### src/rtl/fetch_pc_ctrl_pkg.sv
// fetch_pc_ctrl_pkg: shared reset PC, fetch tag/entry types, FIFO depth and FSM states
package fetch_pc_ctrl_pkg;
  localparam logic [63:0] RESET_PC_DEF = 64'h0000_0000_8000_0000;
  localparam int FETCH_DEPTH = 2;
  typedef struct packed {
    logic [63:0] pc;
    logic        epoch;
  } fetch_tag_t;
  typedef struct packed {
    logic [63:0] pc;
    logic [31:0] inst;
  } fetch_ent_t;
`ifdef FETCH_MISALIGN_CHK_EN
  typedef enum logic {RUN, HALT} fetch_state_t;
`else
  typedef enum logic {RUN} fetch_state_t;
`endif
endpackage

### src/rtl/fetch_fifo2.sv
// fetch_fifo2: 2-entry FIFO with synchronous flush
// Ports: clk, rst (sync, active-high); i_flush empties the FIFO but a same-cycle
// i_push still lands; i_push/i_din write; i_pop pops the head (ignored when empty
// or flushing); o_dout is the head entry; o_cnt is the occupancy (0..2).
module fetch_fifo2
  import fetch_pc_ctrl_pkg::*;
#(
  parameter int W = 8
) (
  input  logic         clk,
  input  logic         rst,
  input  logic         i_flush,
  input  logic         i_push,
  input  logic [W-1:0] i_din,
  input  logic         i_pop,
  output logic [W-1:0] o_dout,
  output logic [1:0]   o_cnt
);
  logic [W-1:0] r_mem [FETCH_DEPTH];
  logic         r_wp, r_rp;
  logic [1:0]   r_cnt;
  logic         w_wp, w_rp, w_pop;
  logic [1:0]   w_cnt;
  always_comb begin
    w_wp  = i_flush ? 1'b0 : r_wp;
    w_rp  = i_flush ? 1'b0 : r_rp;
    w_cnt = i_flush ? 2'd0 : r_cnt;
    w_pop = i_pop && !i_flush && r_cnt != 2'd0;
  end
  always_ff @(posedge clk)
    if (rst) begin
      r_mem <= '{default: '0};
      r_wp  <= 1'b0;
      r_rp  <= 1'b0;
      r_cnt <= 2'd0;
    end else begin
      if (i_push) r_mem[w_wp] <= i_din;
      r_wp  <= w_wp ^ i_push;
      r_rp  <= w_rp ^ w_pop;
      r_cnt <= w_cnt + {1'b0, i_push} - {1'b0, w_pop};
    end
  assign o_dout = r_mem[r_rp];
  assign o_cnt  = r_cnt;
endmodule

### src/rtl/fetch_pc_ctrl.sv
// fetch_pc_ctrl: IF-stage fetch PC controller with in-order requests, epoch-tagged responses and redirect flush
// Ports: clk, rst (sync, active-high); br_e/br_addr redirect from EX;
// if_req_valid/if_req_addr/if_req_ready fetch request; if_rsp_valid/if_rsp_data in-order response;
// id_valid/id_pc/id_inst/id_ready decode handoff; id_misalign only with FETCH_MISALIGN_CHK_EN,
// which also adds the HALT state entered on a misaligned redirect target.
module fetch_pc_ctrl
  import fetch_pc_ctrl_pkg::*;
#(
  parameter logic [63:0] RESET_PC  = RESET_PC_DEF,
  parameter int          MAX_OUTST = 2
) (
  input  logic        clk,
  input  logic        rst,
  input  logic        br_e,
  input  logic [63:0] br_addr,
  output logic        if_req_valid,
  output logic [63:0] if_req_addr,
  input  logic        if_req_ready,
  input  logic        if_rsp_valid,
  input  logic [31:0] if_rsp_data,
  output logic        id_valid,
  output logic [63:0] id_pc,
  output logic [31:0] id_inst,
  input  logic        id_ready
`ifdef FETCH_MISALIGN_CHK_EN
  ,
  output logic        id_misalign
`endif
);
  fetch_state_t r_state, w_state_nxt;
  logic [63:0]  r_pc, w_pc_nxt, w_br_tgt;
  logic         r_epoch;
  logic [1:0]   r_stale, w_stale_nxt, w_outst, w_buf_cnt;
  logic [2:0]   w_occ;
  logic         w_req_fire, w_rsp_pop, w_buf_push, w_id_pop, w_mis;
  fetch_tag_t   w_tag, w_tag_din;
  fetch_ent_t   w_buf_din, w_buf_dout;
`ifdef FETCH_MISALIGN_CHK_EN
  assign w_mis       = br_e && br_addr[1:0] != 2'b00;
  assign w_br_tgt    = br_addr;
  assign id_misalign = id_valid && r_state == HALT;
`else
  assign w_mis       = 1'b0;
  assign w_br_tgt    = br_addr & ~64'h3;
`endif
  // An even number of redirects while a request is in flight restores the old
  // epoch; r_stale counts the in-flight requests issued before the latest
  // redirect so those responses still drop despite the epoch matching again.
  always_comb begin
    w_occ        = {1'b0, w_outst} + {1'b0, w_buf_cnt};
    if_req_valid = !rst && !br_e && r_state == RUN && w_occ < 3'(MAX_OUTST);
    w_req_fire   = if_req_valid && if_req_ready;
    w_rsp_pop    = if_rsp_valid && w_outst != 2'd0;
    w_buf_push   = w_mis || (w_rsp_pop && !br_e && r_stale == 2'd0 && w_tag.epoch == r_epoch);
    w_id_pop     = id_valid && id_ready;
    w_tag_din    = fetch_tag_t'{pc: r_pc, epoch: r_epoch};
    w_buf_din    = w_mis ? fetch_ent_t'{pc: br_addr, inst: 32'h0}
                         : fetch_ent_t'{pc: w_tag.pc, inst: if_rsp_data};
    w_pc_nxt     = br_e ? w_br_tgt : w_req_fire ? r_pc + 64'd4 : r_pc;
    w_stale_nxt  = br_e ? w_outst - {1'b0, w_rsp_pop}
                        : r_stale - {1'b0, w_rsp_pop && r_stale != 2'd0};
`ifdef FETCH_MISALIGN_CHK_EN
    w_state_nxt  = br_e ? (w_mis ? HALT : RUN) : r_state;
`else
    w_state_nxt  = RUN;
`endif
  end
  always_ff @(posedge clk)
    if (rst) begin
      r_pc    <= RESET_PC;
      r_epoch <= 1'b0;
      r_stale <= 2'd0;
      r_state <= RUN;
    end else begin
      r_pc    <= w_pc_nxt;
      r_epoch <= r_epoch ^ br_e;
      r_stale <= w_stale_nxt;
      r_state <= w_state_nxt;
    end
  fetch_fifo2 #(.W($bits(fetch_tag_t))) u_tag (
    .clk    (clk),
    .rst    (rst),
    .i_flush(1'b0),
    .i_push (w_req_fire),
    .i_din  (w_tag_din),
    .i_pop  (w_rsp_pop),
    .o_dout (w_tag),
    .o_cnt  (w_outst)
  );
  fetch_fifo2 #(.W($bits(fetch_ent_t))) u_buf (
    .clk    (clk),
    .rst    (rst),
    .i_flush(br_e),
    .i_push (w_buf_push),
    .i_din  (w_buf_din),
    .i_pop  (w_id_pop),
    .o_dout (w_buf_dout),
    .o_cnt  (w_buf_cnt)
  );
  assign if_req_addr = r_pc;
  assign id_valid    = w_buf_cnt != 2'd0;
  assign id_pc       = w_buf_dout.pc;
  assign id_inst     = w_buf_dout.inst;
endmodule

### config.mk
export PLATFORM = sky130hd
export DESIGN_NAME = fetch_pc_ctrl
export DESIGN_NICKNAME = d
export VERILOG_FILES = /design/src/rtl/fetch_pc_ctrl_pkg.sv /design/src/rtl/fetch_fifo2.sv /design/src/rtl/fetch_pc_ctrl.sv
export SDC_FILE = /design/constraint.sdc
export NUM_CORES = 1
export LEC_CHECK = 0
export BUFFER_PORTS_ARGS = -buffer_cell sky130_fd_sc_hd__buf_2
export CAP_MARGIN = 20
export CORE_MARGIN = 4
export CORE_UTILIZATION = 29
export DETAILED_ROUTE_END_ITERATION = 12
export GPL_ROUTABILITY_DRIVEN = 0
export PLACE_DENSITY_LB_ADDON = 0.25
export SYNTH_ARGS = -nofsm -noshare
export SYNTH_HDL_FRONTEND = slang
export SYNTH_SLANG_ARGS = --single-unit
### constraint.sdc
create_clock -name clk -period 4.4 [get_ports clk]
set_clock_uncertainty 0.15 [all_clocks]
set_input_delay 0.44 -clock clk [delete_from_list [all_inputs] [get_ports clk]]
set_output_delay 0.44 -clock clk [all_outputs]
set_load 0.1 [all_outputs]
* Word level (Yosys, flattened, before mapping) *
Cells that the tools add are included.

operators by class
  add/sub/neg operators = 8
  multiply operators = 0
  div/mod/pow operators = 0
  magnitude comparators = 7
  equal/unequal tests = 1
  shift-type cells = 0
  mux-type cells = 18
  bitwise operators = 9
  reduce and logical (&&, ||, !) cells = 22

operator list
  kind                                                      count
  two-way mux 96 bit                                        4
  two-way mux 65 bit                                        4
  bitwise mux 192 bit                                       1
  bitwise mux 130 bit                                       1
  two-way mux 64 bit                                        2
  demux 96 bit (select 1 bit)                               1
  demux 65 bit (select 1 bit)                               1
  adder 64 x 3 -> 64 bit, second input constant             1
  logical AND 1 bit                                         14
  greater-or-equal comparator 2 bit, second input constant  4
  inverter 1 -> 2 bit                                       4
  nonzero test 2 bit                                        4
  subtractor 2 x 1 -> 2 bit                                 4
  bitwise XOR 1 bit                                         5
  adder 2 x 1 -> 2 bit                                      2
  < comparator 2 x 1 -> 1 bit, second input constant        2
  two-way mux 2 bit                                         2
  adder 2 x 2 -> 3 bit                                      1
  < comparator 3 x 2 -> 1 bit, second input constant        1
  zero test 1 bit                                           2
  zero test 2 bit                                           1
  two-way mux 1 bit                                         2
  OR reduction 2 bit                                        1
  == test 1 bit                                             1

storage, ports and cells
  flip-flop bits (word level) = 397
  latch bits = 0
  RAM bits = 0
  memory bits (read-only) = 0
  bits of input ports = 102
  output and inout port bits = 162
  logic and storage cells = 79
  memories = 0

* Depth between registers and ports, before layout *
  word-level depth = 8
  mapped depth = 12
  mapped depth without buffers = 10

* By module *
A second synthesis with hierarchy kept.

unflattened totals
  cell total of the unflattened synthesis = 1807
  area total of the unflattened synthesis = 18107.4 um^2

modules (own cells, without submodules)
  module               times used  cells an instance  area each (um^2)  seq. area each (um^2)
  fetch_fifo2 (u_buf)  1           749                8309.2            3923.8
  fetch_fifo2 (u_tag)  1           513                5604.1            2682.6
  fetch_pc_ctrl        1           545                4194.0            1301.2

* Worst setup path after synthesis *
OpenSTA, ideal clock, no wires.

  path kind = input port to output port
  from = input br_e
  to = output if_req_valid
  arrival time = 3.911 ns
  required time = 3.810 ns
  slack = -0.101 ns
  stages on the path = 4
  cells stage by stage = clkbuf_1 clkbuf_1 buf_1 nor4_1

between the ends
  longest elaborated chain between the ends = 3

RTL lines
  what                            line                 text
  from (decl)                     fetch_pc_ctrl.sv:14  input logic br_e,
  zero test 1 bit                 fetch_pc_ctrl.sv:51  if_req_valid = !rst && !br_e && r_state == RUN && w_occ < 3'(MAX_OUTST);
  logical AND 1 bit (2 in a row)  fetch_pc_ctrl.sv:51
  to (decl)                       fetch_pc_ctrl.sv:16  output logic if_req_valid,

Every way passes these cells.

* Worst setup path after layout *
  from = register r_pc[3], in the netlist if_req_addr[3]
  to = register r_pc[52], in the netlist if_req_addr[52]

between the ends
  longest elaborated chain between the ends = 3

RTL lines
  what                             line                 text
  from (decl)                      fetch_pc_ctrl.sv:31  logic [63:0] r_pc, w_pc_nxt, w_br_tgt;
  from (signal assigned)           fetch_pc_ctrl.sv:75  r_pc <= w_pc_nxt;
  adder 64 x 3 -> 64 bit           fetch_pc_ctrl.sv:59  w_pc_nxt = br_e ? w_br_tgt : w_req_fire ? r_pc + 64'd4 : r_pc;
  two-way mux 64 bit (2 in a row)  fetch_pc_ctrl.sv:59

Every way passes these cells. The select of a mux whose other input is x is not followed.
A chain may end at the register's enable or synchronous reset.

==> summary.log <==
INFO  status         outcome=complete, no violations
INFO  finish         post_route_cells_drive_above_1_share=22.41%
INFO  cts            clkSlewWorstSetupHoldPaths=0.06ns
INFO  synth          synthFlopType=sky130_fd_sc_hd__dfxtp_1
INFO  placed_design  number_of_i_o_port_buffers=257
INFO  timing         fin_setup_tns=0ns
INFO  finish         area_delta_synth_final=24.51%
INFO  grt            number_of_global_route_vias_before_repair=14210
INFO  power          power_density_normalized_to_cell_area=446.4mW/mm²
INFO  cts            numClockSinks=387
INFO  timing         relative_slew_slack=25.24%
INFO  routing        routed_wl=54840µm
INFO  setup_path     cpMostUsedCell=sky130_fd_sc_hd__or4_1
INFO  routing        drt_iter0_drc=919
INFO  synth          post-synth-top-count-cell=sky130_fd_sc_hd__dfxtp_1
INFO  cts            post_cts.resized_instances=0
INFO  setup_path     timing.critical_path.cells=ha_1 > nand4_1 > or4_1 > or4_1 > o31a_1 > o311a_1
INFO  power          power.total=9.588mW
INFO  timing         report.final.slew_viol_count=0
INFO  grt            grt_start_max_net_pins=106
INFO  setup_path     worst-path-max-fanout=12
INFO  die            dieArea=0.06345mm²
INFO  synth          synthesis.area=0.01725mm²
INFO  routing        remaining_drc_errors=0
INFO  grt            grt_first_pass_wirelength=84030µm
INFO  timing         period_share=78.04%
INFO  synth          area_contributors_post_synth=sky130_fd_sc_hd__dfxtp_1 45%, sky130_fd_sc_hd__mux2i_1 15%, sky130_fd_sc_hd__nor2_1 8.0%
INFO  timing         clock.fmax=291.2MHz
INFO  die            io-pin-count=264
INFO  finish         final_design_area_excluding_fillers=0.02148mm²
INFO  setup_path     arr_time_crit_path=3.75ns
INFO  timing         timing.final.hold_violations=0
INFO  die            fp_rows=89
INFO  power          leakage=7.881nW
INFO  timing         rsz0062_at_grt=no
INFO  die            die_w=251.9µm
INFO  synth          synth.ff_latch_count=387
INFO  synth          netlist_top_cells_count=387 x sky130_fd_sc_hd__dfxtp_1, 366 x sky130_fd_sc_hd__nor2_1, 265 x sky130_fd_sc_hd__mux2i_1, 140 x sky130_fd_sc_hd__a211oi_1, 113 x sky130_fd_sc_hd__clkbuf_1
INFO  setup_path     setup.worst_path.end_class=flip-flop
INFO  setup_path     critical_path_class=flip-flop to flip-flop
INFO  grt            grt_antenna_before_repair=3
INFO  setup_path     worst-endpoint-required=4.71ns
INFO  power          max-vdd-ir-drop=0.0002541V
INFO  timing         timing.final.setup_violations=0
INFO  grt            global_route.overflow_total=0
INFO  routing        tritonroute_pass_1_iters=5
INFO  synth          proportion_of_synthesized_chip_area_in_sequential_cells=44.91%
INFO  synth          synth_enable_flop_cells=0
INFO  hold_path      worstHoldPathType=primary input to flip-flop
INFO  cts            cts_tree=yes
INFO  synth          synth_top_area_share=44.91%
INFO  routing        drt-vias-per-instance=5.020
INFO  synth          synthCells=1839
INFO  timing         worstMarginPinSlew=1.111ns
INFO  routing        route.vias.total=14480
INFO  setup_path     crit_path_top_delay_cell=sky130_fd_sc_hd__or4_1
INFO  placed_design  place_area=0.01925mm²
INFO  cts            cts_root_buf=sky130_fd_sc_hd__clkbuf_16
INFO  cts            clockBufferDepth=3
INFO  timing         final.min_clock_period=3.434ns
INFO  job            max-cap-violations=0
INFO  setup_path     max_stage_delay=0.87ns
INFO  die            core_region_area=0.05891mm²
INFO  routing        wire_per_inst=19.01µm
INFO  die            die_y=251.9µm
INFO  cts            tritoncts.num_buffers=45
INFO  finish         nets=2192
INFO  setup_path     cp_launch_type=flip-flop
INFO  synth          yosys.cell_types.count=61
INFO  die            initial_core_util=29.29%
INFO  finish         filler_cell_count=5893
INFO  cts            clock_latency=0.58ns
INFO  cts            htree_levels=2
INFO  synth          number_of_synthesis_warnings=0
INFO  placed_design  post-dp-hpwl=36990µm
INFO  synth          yosysTopAreaCell=sky130_fd_sc_hd__dfxtp_1
INFO  synth          synth_area_per_cell=9.381µm²
INFO  routing        ant_nets=0
INFO  grt            grtUsageTotal=16.60%
INFO  cts            number_of_post_cts_setup_repair_buffers=0
INFO  synth          synth_async_sr_flop_share=0%
## layer usage
metal	part of all wire, %	routed length [µm]	vias up	global-route usage, %
met5	0.049	27	-	0
met4	2.7	1480	4	4.760
met3	6.2	3384	87	3.876
met2	46	25220	398	26.91
met1	45	24730	6954	22.23
li1	-	-	7040	-
## what timing repair did
item                                    CTS  global route
hold endpoints to repair                100             0
hold buffers                             68             0
endpoints found under the setup margin    0             0
## path summary, 6_finish.rpt
kind	startpoint	endpoint	cells past startpoint	slack [ns]
max	if_req_addr[3]	if_req_addr[52]	6	0.97
min	br_addr[11]	if_req_addr[11]	3	0.03
max reg2reg	if_req_addr[3]	if_req_addr[52]	6	0.97
min reg2reg	u_buf.r_mem[169]	u_buf.r_mem[169]	2	0.33
## power by group
group	total [mW]	switching (mW)	internal, mW
Clock	3.86	1.54	2.32
Sequential	3.81	0.163	3.65
Combinational	1.91	1.40	0.509
## kinds of logic (layout without fill, tap and decap cells)
logic type                 count (synthesis)  in the layout  share of synthesized area (%)
muxes                                    361            361                          21.64
DFF                                      387            387                          44.91
AOI/OAI and AO/OA                        230            230                          9.690
other                                      1              5                        0.02174
buffers and inverters                    183            452                          4.134
and+or+nand+nor                          633            633                          17.07
adders and majority gates                 12             12                         0.9138
xor gates and xnor gates                  32             32                          1.625
## layout by cell type, fill, tap and decap left out, types with 19 or more instances in the layout
master	n
sky130_fd_sc_hd__mux2_2	96
sky130_fd_sc_hd__nand2_1	54
sky130_fd_sc_hd__nand4_1	44
sky130_fd_sc_hd__a211oi_1	140
sky130_fd_sc_hd__and3_1	26
sky130_fd_sc_hd__buf_4	23
sky130_fd_sc_hd__a21oi_1	26
sky130_fd_sc_hd__nor2_1	366
sky130_fd_sc_hd__mux2i_1	265
sky130_fd_sc_hd__nand3_1	23
sky130_fd_sc_hd__dlygate4sd3_1	68
sky130_fd_sc_hd__nor4_1	24
sky130_fd_sc_hd__clkbuf_16	47
sky130_fd_sc_hd__dfxtp_1	385
sky130_fd_sc_hd__buf_2	256
sky130_fd_sc_hd__nor3_1	19
sky130_fd_sc_hd__xnor2_1	22
## registers in the layout (all words and copies together), names as in the netlist
register,cells
u_tag.o_cnt,2
u_buf.r_rp,1
u_tag.r_rp,1
u_buf.r_mem,188
r_stale,2
u_buf.o_cnt,2
u_tag.r_mem,126
r_epoch,1
u_tag.r_wp,1
if_req_addr,62
u_buf.r_wp,1
## worst max-delay path: cells and delay by family (launching register included)
family / cells / cell delay [ns]
AND/OR/NAND/NOR: 3 / 1.72
flip-flops: 1 / 0.57
AO/OA/AOI/OAI: 2 / 0.53
adder cells (fa/ha/maj): 1 / 0.34
## final cells by class
class	count	area [µm²]	share of cell area, %
multi-input cells	1272	8864	41.26
flip-flops and latches	387	7755	36.10
diodes	1	2.502	0.01165
inverters	16	60.06	0.2796
well taps	773	967.2	4.503
clock buffers	61	1269	5.906
repair buffers	356	2310	10.75
clock inverters	19	254.0	1.182
## per-stage QoR
| stage | setup WS (ns) | utilization [%] | instances | hold slack, ns |
|---|---|---|---|---|
| after floorplan | 0.8210 | - | 1842 | 0.3044 |
| after global placement | 1.070 | 32.69 | 2735 | 0.3164 |
| after detailed placement | 0.9970 | 32.69 | 2735 | 0.3260 |
| after CTS | 0.9818 | 36.43 | 2883 | 0.002127 |
| after global routing | 0.7926 | 36.46 | 2885 | 0.03088 |
| final | 0.9661 | 36.46 | 2885 | 0.02576 |
No activity file was read; power rests on OpenSTA's default activity.
